`config.mk`:
```
export PLATFORM = sky130hd
export DESIGN_NAME = apple_placer
export DESIGN_NICKNAME = d
export VERILOG_FILES = /design/src/rtl/apple_pkg.sv /design/src/rtl/apple_lfsr.sv /design/src/rtl/apple_placer.sv
export SDC_FILE = /design/constraint.sdc
export NUM_CORES = 1
export LEC_CHECK = 0
export CORE_UTILIZATION = 40
export DETAILED_ROUTE_END_ITERATION = 6
export PLACE_DENSITY_LB_ADDON = 0.12
export SLEW_MARGIN = 20
export SYNTH_ARGS = -nofsm -noshare
export SYNTH_HDL_FRONTEND = slang
export SYNTH_SLANG_ARGS = --single-unit
export TNS_END_PERCENT = 20
```
`constraint.sdc`:
```
create_clock -name clk -period 1.6 [get_ports clk]
set_input_delay 0.32 -clock clk [delete_from_list [all_inputs] [get_ports clk]]
set_output_delay 0.32 -clock clk [all_outputs]
set_load 0.02 [all_outputs]
```
`src/rtl/apple_pkg.sv`:
```
// rtl/apple_pkg.sv - shared types and constants for the apple placer
package apple_pkg;

    typedef enum logic [2:0] {
        SHOW,
        PICK,
        QUERY,
        SCAN,
        COMMIT,
        FULL
    } state_t;

    localparam int COL_W = 5;
    localparam int ROW_W = 4;

    localparam logic [15:0] LFSR_SEED = 16'hACE1;
    // Taps 16,14,13,11 expressed as bit positions 15,13,12,10
    localparam logic [15:0] LFSR_TAPS = 16'hB400;

    function automatic logic [15:0] lfsr_next(input logic [15:0] v);
        return {v[14:0], ^(v & LFSR_TAPS)};
    endfunction

    function automatic logic [COL_W-1:0] cand_col(input logic [15:0] v);
        return v[4:0];
    endfunction

    function automatic logic [ROW_W-1:0] cand_row(input logic [15:0] v);
        return v[12:9];
    endfunction

endpackage

```
`src/rtl/apple_lfsr.sv`:
```
// rtl/apple_lfsr.sv - free-running 16-bit Fibonacci LFSR, async reset to the seed
module apple_lfsr
    import apple_pkg::*;
(
    input  logic        clk,
    input  logic        resetN,
    output logic [15:0] o_value
);

    logic [15:0] r_lfsr;

    always_ff @(posedge clk or negedge resetN) begin
        if (!resetN) begin
            r_lfsr <= LFSR_SEED;
        end else begin
            r_lfsr <= lfsr_next(r_lfsr);
        end
    end

    assign o_value = r_lfsr;

endmodule

```
`src/rtl/apple_placer.sv`:
```
// rtl/apple_placer.sv - picks a free grid cell for the apple and publishes it on frame boundaries
// Optional eaten_count output enabled by APPLE_EATEN_COUNT_EN.
module apple_placer
    import apple_pkg::*;
#(
    parameter int GRID_W    = 20,
    parameter int GRID_H    = 15,
    parameter int CELL_SIZE = 32,
    parameter int MAX_TRIES = 16,
    parameter int INIT_COL  = 10,
    parameter int INIT_ROW  = 7
) (
    input  logic             clk,
    input  logic             resetN,
    input  logic             startOfFrame,
    input  logic             apple_eaten,
    output logic             occ_req,
    output logic [COL_W-1:0] occ_col,
    output logic [ROW_W-1:0] occ_row,
    input  logic             occ_ack,
    input  logic             occ_hit,
    output logic [31:0]      topLeft_x,
    output logic [31:0]      topLeft_y,
    output logic [31:0]      width,
    output logic [31:0]      hight,
    output logic             apple_valid,
    output logic             board_full
`ifdef APPLE_EATEN_COUNT_EN
    ,
    output logic [15:0]      eaten_count
`endif
);

    localparam int               TRY_W    = $clog2(MAX_TRIES + 1);
    localparam logic [TRY_W-1:0] TRY_MAX  = TRY_W'(MAX_TRIES);
    localparam logic [COL_W-1:0] LAST_COL = COL_W'(GRID_W - 1);
    localparam logic [ROW_W-1:0] LAST_ROW = ROW_W'(GRID_H - 1);
    localparam logic [31:0]      CELL_PX  = 32'(CELL_SIZE);

    state_t           r_state, w_state_nxt;
    logic [15:0]      w_lfsr;
    logic [COL_W-1:0] w_cand_col;
    logic [ROW_W-1:0] w_cand_row;
    logic             w_cand_ok;
    logic             w_eat_accept;
    logic [TRY_W-1:0] w_tries_inc;

    logic             r_occ_req;
    logic [COL_W-1:0] r_occ_col, r_scan_col, r_pend_col;
    logic [ROW_W-1:0] r_occ_row, r_scan_row, r_pend_row;
    logic [TRY_W-1:0] r_tries;
    logic             r_scan_mode, r_scan_last, r_pend_valid;
    logic [31:0]      r_top_x, r_top_y;
    logic             r_apple_valid, r_board_full;

    apple_lfsr u_lfsr (
        .clk     (clk),
        .resetN  (resetN),
        .o_value (w_lfsr)
    );

    assign w_cand_col   = cand_col(w_lfsr);
    assign w_cand_row   = cand_row(w_lfsr);
    assign w_cand_ok    = (w_cand_col <= LAST_COL) && (w_cand_row <= LAST_ROW);
    assign w_eat_accept = (r_state == SHOW) && apple_eaten;
    assign w_tries_inc  = r_tries + 1'b1;

    always_ff @(posedge clk or negedge resetN) begin
        if (!resetN) begin
            r_state <= SHOW;
        end else begin
            r_state <= w_state_nxt;
        end
    end

    always_comb begin
        w_state_nxt = r_state;
        case (r_state)
            SHOW:   if (apple_eaten) w_state_nxt = PICK;
            PICK:   if (w_cand_ok) w_state_nxt = QUERY;
            QUERY: begin
                if (occ_ack) begin
                    if (!occ_hit)                  w_state_nxt = COMMIT;
                    else if (r_scan_mode)          w_state_nxt = SCAN;
                    else if (w_tries_inc == TRY_MAX) w_state_nxt = SCAN;
                    else                           w_state_nxt = PICK;
                end
            end
            SCAN:   w_state_nxt = r_scan_last ? FULL : QUERY;
            COMMIT: if (startOfFrame) w_state_nxt = SHOW;
            FULL:   w_state_nxt = FULL;
            default: w_state_nxt = SHOW;
        endcase
    end

    always_ff @(posedge clk or negedge resetN) begin
        if (!resetN) begin
            r_occ_req     <= 1'b0;
            r_occ_col     <= '0;
            r_occ_row     <= '0;
            r_scan_col    <= '0;
            r_scan_row    <= '0;
            r_pend_col    <= '0;
            r_pend_row    <= '0;
            r_tries       <= '0;
            r_scan_mode   <= 1'b0;
            r_scan_last   <= 1'b0;
            r_pend_valid  <= 1'b0;
            r_top_x       <= 32'(INIT_COL * CELL_SIZE);
            r_top_y       <= 32'(INIT_ROW * CELL_SIZE);
            r_apple_valid <= 1'b1;
            r_board_full  <= 1'b0;
        end else begin
            case (r_state)
                SHOW: begin
                    if (w_eat_accept) begin
                        r_apple_valid <= 1'b0;
                        r_tries       <= '0;
                        r_scan_mode   <= 1'b0;
                        r_scan_last   <= 1'b0;
                    end
                end
                PICK: begin
                    if (w_cand_ok) begin
                        r_occ_col <= w_cand_col;
                        r_occ_row <= w_cand_row;
                        r_occ_req <= 1'b1;
                    end
                end
                QUERY: begin
                    if (occ_ack) begin
                        r_occ_req <= 1'b0;
                        if (!occ_hit) begin
                            r_pend_col   <= r_occ_col;
                            r_pend_row   <= r_occ_row;
                            r_pend_valid <= 1'b1;
                        end else if (r_scan_mode) begin
                            // The query registers hold the scan cell just tested
                            if (r_occ_col == LAST_COL) begin
                                if (r_occ_row == LAST_ROW) begin
                                    r_scan_last <= 1'b1;
                                end else begin
                                    r_scan_col <= '0;
                                    r_scan_row <= r_occ_row + 1'b1;
                                end
                            end else begin
                                r_scan_col <= r_occ_col + 1'b1;
                            end
                        end else begin
                            r_tries <= w_tries_inc;
                            if (w_tries_inc == TRY_MAX) begin
                                r_scan_mode <= 1'b1;
                                r_scan_col  <= '0;
                                r_scan_row  <= '0;
                            end
                        end
                    end
                end
                SCAN: begin
                    if (r_scan_last) begin
                        r_board_full <= 1'b1;
                    end else begin
                        r_occ_col <= r_scan_col;
                        r_occ_row <= r_scan_row;
                        r_occ_req <= 1'b1;
                    end
                end
                COMMIT: begin
                    if (startOfFrame) begin
                        r_top_x       <= 32'(r_pend_col) * CELL_PX;
                        r_top_y       <= 32'(r_pend_row) * CELL_PX;
                        r_apple_valid <= 1'b1;
                        r_pend_valid  <= 1'b0;
                    end
                end
                default: ;
            endcase
        end
    end

`ifdef APPLE_EATEN_COUNT_EN
    logic [15:0] r_eaten_count;

    always_ff @(posedge clk or negedge resetN) begin
        if (!resetN) begin
            r_eaten_count <= '0;
        end else if (w_eat_accept && (r_eaten_count != 16'hFFFF)) begin
            r_eaten_count <= r_eaten_count + 16'd1;
        end
    end

    assign eaten_count = r_eaten_count;
`endif

    assign occ_req     = r_occ_req;
    assign occ_col     = r_occ_col;
    assign occ_row     = r_occ_row;
    assign topLeft_x   = r_top_x;
    assign topLeft_y   = r_top_y;
    assign width       = CELL_PX - 32'd1;
    assign hight       = CELL_PX - 32'd1;
    assign apple_valid = r_apple_valid;
    assign board_full  = r_board_full;

endmodule

```
==> results.yml, run 1 <==
routing:
  drt-pass1-iter-count: 4
  remaining_drc_errors: 0
  viasPerCell: 4.25
  routed_wl_um: 6730
  wl_per_cell_um: 12.1
  drt_iter0_markers: 79
  via_count: 2356
  drtAntennaViolNets: 0
synthesis:
  ys.flop_type: "dfrtp_1"
  syn_inst: 366
  yosysTopAreaCell: "dfrtp_1"
  async_flop_share_pct: 100
  synth.top_cell.area_share_pct: 34.1
  avgSynthCellArea_sq_um: 10.2
  yosysWarnings: 0
  netlist_top_cells_area: "dfrtp_1 34%, buf_4 24%, dfstp_2 9.8%"
  ys_seq_elements: 65
  syn_area_sq_mm: 0.00375
  ys_seq_area_share_pct: 43.9
  ys_types: 40
  synth-edff-count: 0
timing:
  final_max_slew_viol_count: 0
  rsz0062_at_grt: "yes"
  fin_ws_ps: -102
  period_share_pct: 106
  min_period_ps: 1700
  hold_viol: 0
  timing.fmax_mhz: 588
  skew_ps: 13.1
  setup-violations-final: 15
floorplanning:
  die-area_sq_mm: 0.00976
  fp.coreArea_sq_mm: 0.00889
  io_pins: 146
  die-width_um: 98.8
  fp.dieH_um: 98.8
  start_util_pct: 42.1
  rows: 34
layout:
  post-route-util_pct: 49.4
  design_area_sq_mm: 0.00439
  drive_above_1_share_pct: 25.7
  area_growth_pct: 17.2
  fin_nets: 452
  diodes: 0
  final_cells: 555
status:
  violations: "negative setup slack"
  status: "finished with violations"
cts:
  cts_tree: "yes"
  cts-htree-levels: 3
  numCtsBuffers: 9
  clk_latency_ps: 360
  cts.sinks: 65
  cts.clk_slew.worst_paths_ps: 80
  clk_path_buf_depth: 2
  cts_root_buffer: "clkbuf_8"
run:
  maxCapViolCount: 0
global_route:
  antenna_found_initial: 0
  grt_max_degree: 66
  first_global_vias: 2221
  grt_usage_pct: 14.3
  grt_pass1_wl_um: 10500
  grt-ovfl-total: 0
place:
  place_area_sq_mm: 0.00400
  io_buffers: 26
  place.gp.congestion: 0.790
  dp.cells: 529
  dp.final_hpwl_um: 4730
power:
  power.total_mw: 6.92
  vdd_ir_drop_max_mv: 0.468
  power_density_mw_per_mm2: 1580
  p_leak_nw: 2.34
worst_setup_path:
  path_class: "reg -> reg"
  cp.arrival_ps: 1940
  ff2ff_path_depth: 5
  start_kind: "flop"
  worst_setup_path_end_kind: "flop"
  cp_max_fo: 3
  worstPathRequired_ps: 1840
hold_path:
  hp-class: "reg -> reg"
  hold_depth: 0
-- cells in the mapped netlist (all sizes together) (6+ instances only) --
master and instances:
buf 122, dfrtp 51, nand2 24, mux2 22
a21oi 19, nor2 16, dfstp 14, o21ai 14
mux2i 13, clkbuf 7, inv 7, nand2b 7
nor2b 7, nand3 6
-- routing by layer --
metal / share of wire, % / global-route usage, %
met1: 43 / 17.0
met2: 51 / 23.8
met3: 4.5 / 4.82
met4: 1.5 / 5.51
met5: 0 / 0
-- where the power goes --
group / leakage (nW) / total (mW) / switching, mW / internal, mW
registers: 0.791 / 2.36 / 0.261 / 2.10
logic: 1.44 / 2.95 / 1.59 / 1.36
clock network: 0.109 / 1.61 / 0.648 / 0.963
total: 2.34 / 6.92 / 2.50 / 4.42
-- layout make-up --
class                           instances  area [sq um]
Clock buffer                           12           155
Clock inverter                          4          75.1
Fill cell                             848          4500
Inverter                                7          26.3
Multi-Input combinational cell        282          1670
Sequential cell                        65          1650
Tap cell                              108           135
Timing Repair Buffer                   77           676
-- logic make-up after synthesis --
kind of cell             share of synthesized area [%]
other                                            0.200
AO/OA/AOI/OAI                                     6.41
flip-flops                                        43.9
adder cells (fa/ha/maj)                           1.34
AND/OR/NAND/NOR                                   9.99
buffers and inverters                             25.7
multiplexers                                      10.9
XOR/XNOR                                          1.64
-- stage by stage --
stage	hold slack [ps]	setup TNS (ps)	setup WS (ps)
2_1_floorplan	24.4	-1910	-186
3_3_place_gp	340	-8090	-368
3_5_place_dp	339	-8200	-381
4_1_cts	357	-1510	-155
5_1_grt	366	-2000	-164
6_report	353	-846	-102
-- flip-flops by register name, summed over array words and instances (netlist names), 3 cells and up --
signal,flops
r_scan_row,4
occ_row,4
occ_col,5
topLeft_x,5
u_lfsr.o_value,16
r_pend_row,4
topLeft_y,4
r_scan_col,5
r_tries,5
r_state,3
r_pend_col,5
-- what timing repair did --
action | 4_1_cts | 5_1_grt
gates resized for setup | 28 | 12
setup endpoints to repair | 36 | 29
gates cloned | 0 | 0
buffers inserted | 8 | 1
endpoints found under the hold margin | 36 | 0
hold buffers | 1 | 0
pin swaps | 6 | 4
-- critical path: stages, from the launching register on --
cell     delay, ps
dfrtp_1        400
nand2_2        110
mux2i_4        270
a31oi_4        120
or3_4          370
mux2_4         300
-- worst paths after layout --
kind,to,slack [ps],start
min in group asynchronous,r_pend_row[0],520,resetN
hold / removal,u_lfsr.o_value[9],350,u_lfsr.o_value[8]
setup reg to reg,r_scan_row[1],-100,r_tries[0]
hold reg to reg,u_lfsr.o_value[9],350,u_lfsr.o_value[8]
max in group asynchronous,u_lfsr.o_value[7],760,resetN
setup / recovery,r_scan_row[1],-100,r_tries[0]
-- cells in the final DEF, fill, tap and decap left out, drive strengths merged, types with 6 or more instances in the layout --
cell type,synthesis,final
nand2,24,24
dfrtp,51,51
nor2b,7,7
mux2i,13,13
dlygate4sd2,0,14
buf,122,51
dfstp,14,14
a21oi,19,19
nor2,16,16
mux2,22,22
conb,2,119
clkbuf,7,12
o21ai,14,14
nand2b,7,7
inv,7,7
nand3,6,6
Note: power is estimated with default switching activity, not from simulation.
==> run 2, diff against run 1 <==
- CORE_MARGIN: not set -> 2
==> results.yml, run 2 (synthesis results as in run 1) <==
status:
  status: "finished with violations"
  violations: "negative setup slack"
worst_setup_path:
  path_class: "reg -> reg"
  cp.arrival_ps: 1920
  start_kind: "flop"
  ff2ff_path_depth: 5
  worstPathRequired_ps: 1830
  worst_setup_path_end_kind: "flop"
  cp_max_fo: 3
place:
  place.gp.congestion: 0.753
  dp.final_hpwl_um: 4940
  dp.cells: 541
  post-place-ws_ps: -427
  io_buffers: 26
routing:
  routed_wl_um: 6800
  drt-pass1-iter-count: 4
  highest_layer: "met4"
  dr_wl_met2_um: 3340
  remaining_drc_errors: 0
  drtAntennaViolNets: 0
  via_count: 2303
  viasPerCell: 4.08
  wl_per_cell_um: 12.0
  wl_met1_um: 3130
  drt_iter0_markers: 44
  wl_met3_um: 294
timing:
  hold_viol: 0
  worst_pin_slew_ps: 499
  rsz0062_at_grt: "yes"
  min_period_ps: 1690
  period_share_pct: 106
  setup-violations-final: 15
  fin_setup_tns_ps: -606
  final_max_slew_viol_count: 0
  fin_ws_ps: -92.1
  fin_hold_ws_ps: 353
  timing.fmax_mhz: 591
  skew_ps: 5.94
  max-slew-margin-rel_pct: 66.6
power:
  power_density_mw_per_mm2: 1550
  swShare_pct: 36.8
  intPower_mw: 4.38
  seqPwrFrac_pct: 34.2
  p_switching_mw: 2.56
  power.share.combinational_pct: 43.6
  power_frac_clock_pct: 22.2
  p_leak_nw: 2.32
  vdd_ir_drop_max_mv: 0.889
cts:
  numCtsBuffers: 9
  cts-htree-levels: 3
  cts.sinks: 65
  clk_latency_ps: 340
  cts_tree: "yes"
  clk_path_buf_depth: 2
  cts.clk_slew.worst_paths_ps: 70
  cts_root_buffer: "clkbuf_8"
global_route:
  grt_pass1_wl_um: 10900
  first_global_vias: 2133
  grt_usage_pct: 14.0
  grt-ovfl-total: 0
  grt_max_degree: 66
  antenna_found_initial: 0
layout:
  drive_above_1_share_pct: 29.1
  final_cells: 565
  area_growth_pct: 19.3
  fin_nets: 459
  largest_reg_flops: 16
  layout_commonest_cell: "conb_1"
  diodes: 0
  fill_cells: 882
  layout_common_cells: "119 x conb_1, 49 x buf_4, 46 x dfrtp_1, 21 x nand2_1"
run:
  maxCapViolCount: 0
hold_path:
  hp-class: "reg -> reg"
  hold_depth: 0
floorplanning:
  rows: 35
  start_util_pct: 40.9
  fp.dieH_um: 101
  die-width_um: 101
  die-area_sq_mm: 0.0102
  fp.coreArea_sq_mm: 0.00915
  io_pins: 146
run 2: critical path, stage by stage (launching register included):
cell and delay [ps]:
dfrtp_1 390, nand2b_1 180, mux2i_4 200, a31oi_4 130, or3_4 380, mux2_4 300
run 2: metal layers:
metal | up-vias | global-route usage [%]
met1 | 1109 | 19.0
met2 | 54 | 21.5
met5 | - | 0
met4 | 0 | 3.79
li1 | 1136 | -
met3 | 4 | 4.58
run 2: path summary, 6_finish.rpt:
kind,to,from,slack [ps]
min in group asynchronous,r_pend_row[3],resetN,520
max,r_scan_row[0],r_tries[3],-90
max in group asynchronous,topLeft_x[6],resetN,760
min reg2reg,u_lfsr.o_value[15],u_lfsr.o_value[14],350
max reg2reg,r_scan_row[0],r_tries[3],-90
min,u_lfsr.o_value[15],u_lfsr.o_value[14],350
run 2: repair_timing:
item,CTS,global route
buffers inserted,1,6
endpoints found under the setup margin,51,34
hold buffers,1,0
endpoints found under the hold margin,39,0
pin swaps,5,5
resized for setup,35,20
run 2: power groups by stage:
stage / sequential, mW / clock [mW] / combinational [mW]
final: 2.37 / 1.54 / 3.03
after floorplan: 2.68 / 0 / 1.63
after global routing: 2.44 / 1.70 / 3.33
after global placement: 2.38 / 0 / 2.92
after detailed placement: 2.39 / 0 / 2.94
after CTS: 2.37 / 1.60 / 2.91
run 2: per-stage QoR:
stage / power (mW) / utilization (%) / cell area, sq um
3_3_place_gp: 5.30 / 44.4 / 4070
6_report: 6.94 / 48.8 / 4470
2_1_floorplan: 4.31 / - / 4220
3_5_place_dp: 5.33 / 44.4 / 4070
4_1_cts: 6.88 / 47.5 / 4350
5_1_grt: 7.46 / 48.8 / 4470
run 2: layout make-up:
class	count	area, sq um	area share (%)
inverter	7	26.3	0.588
sequential	65	1650	36.9
timing repair buffer	84	727	16.3
multi-input combinational	282	1710	38.2
clock inverter	6	91.3	2.04
tap	111	139	3.11
clock buffer	10	128	2.86
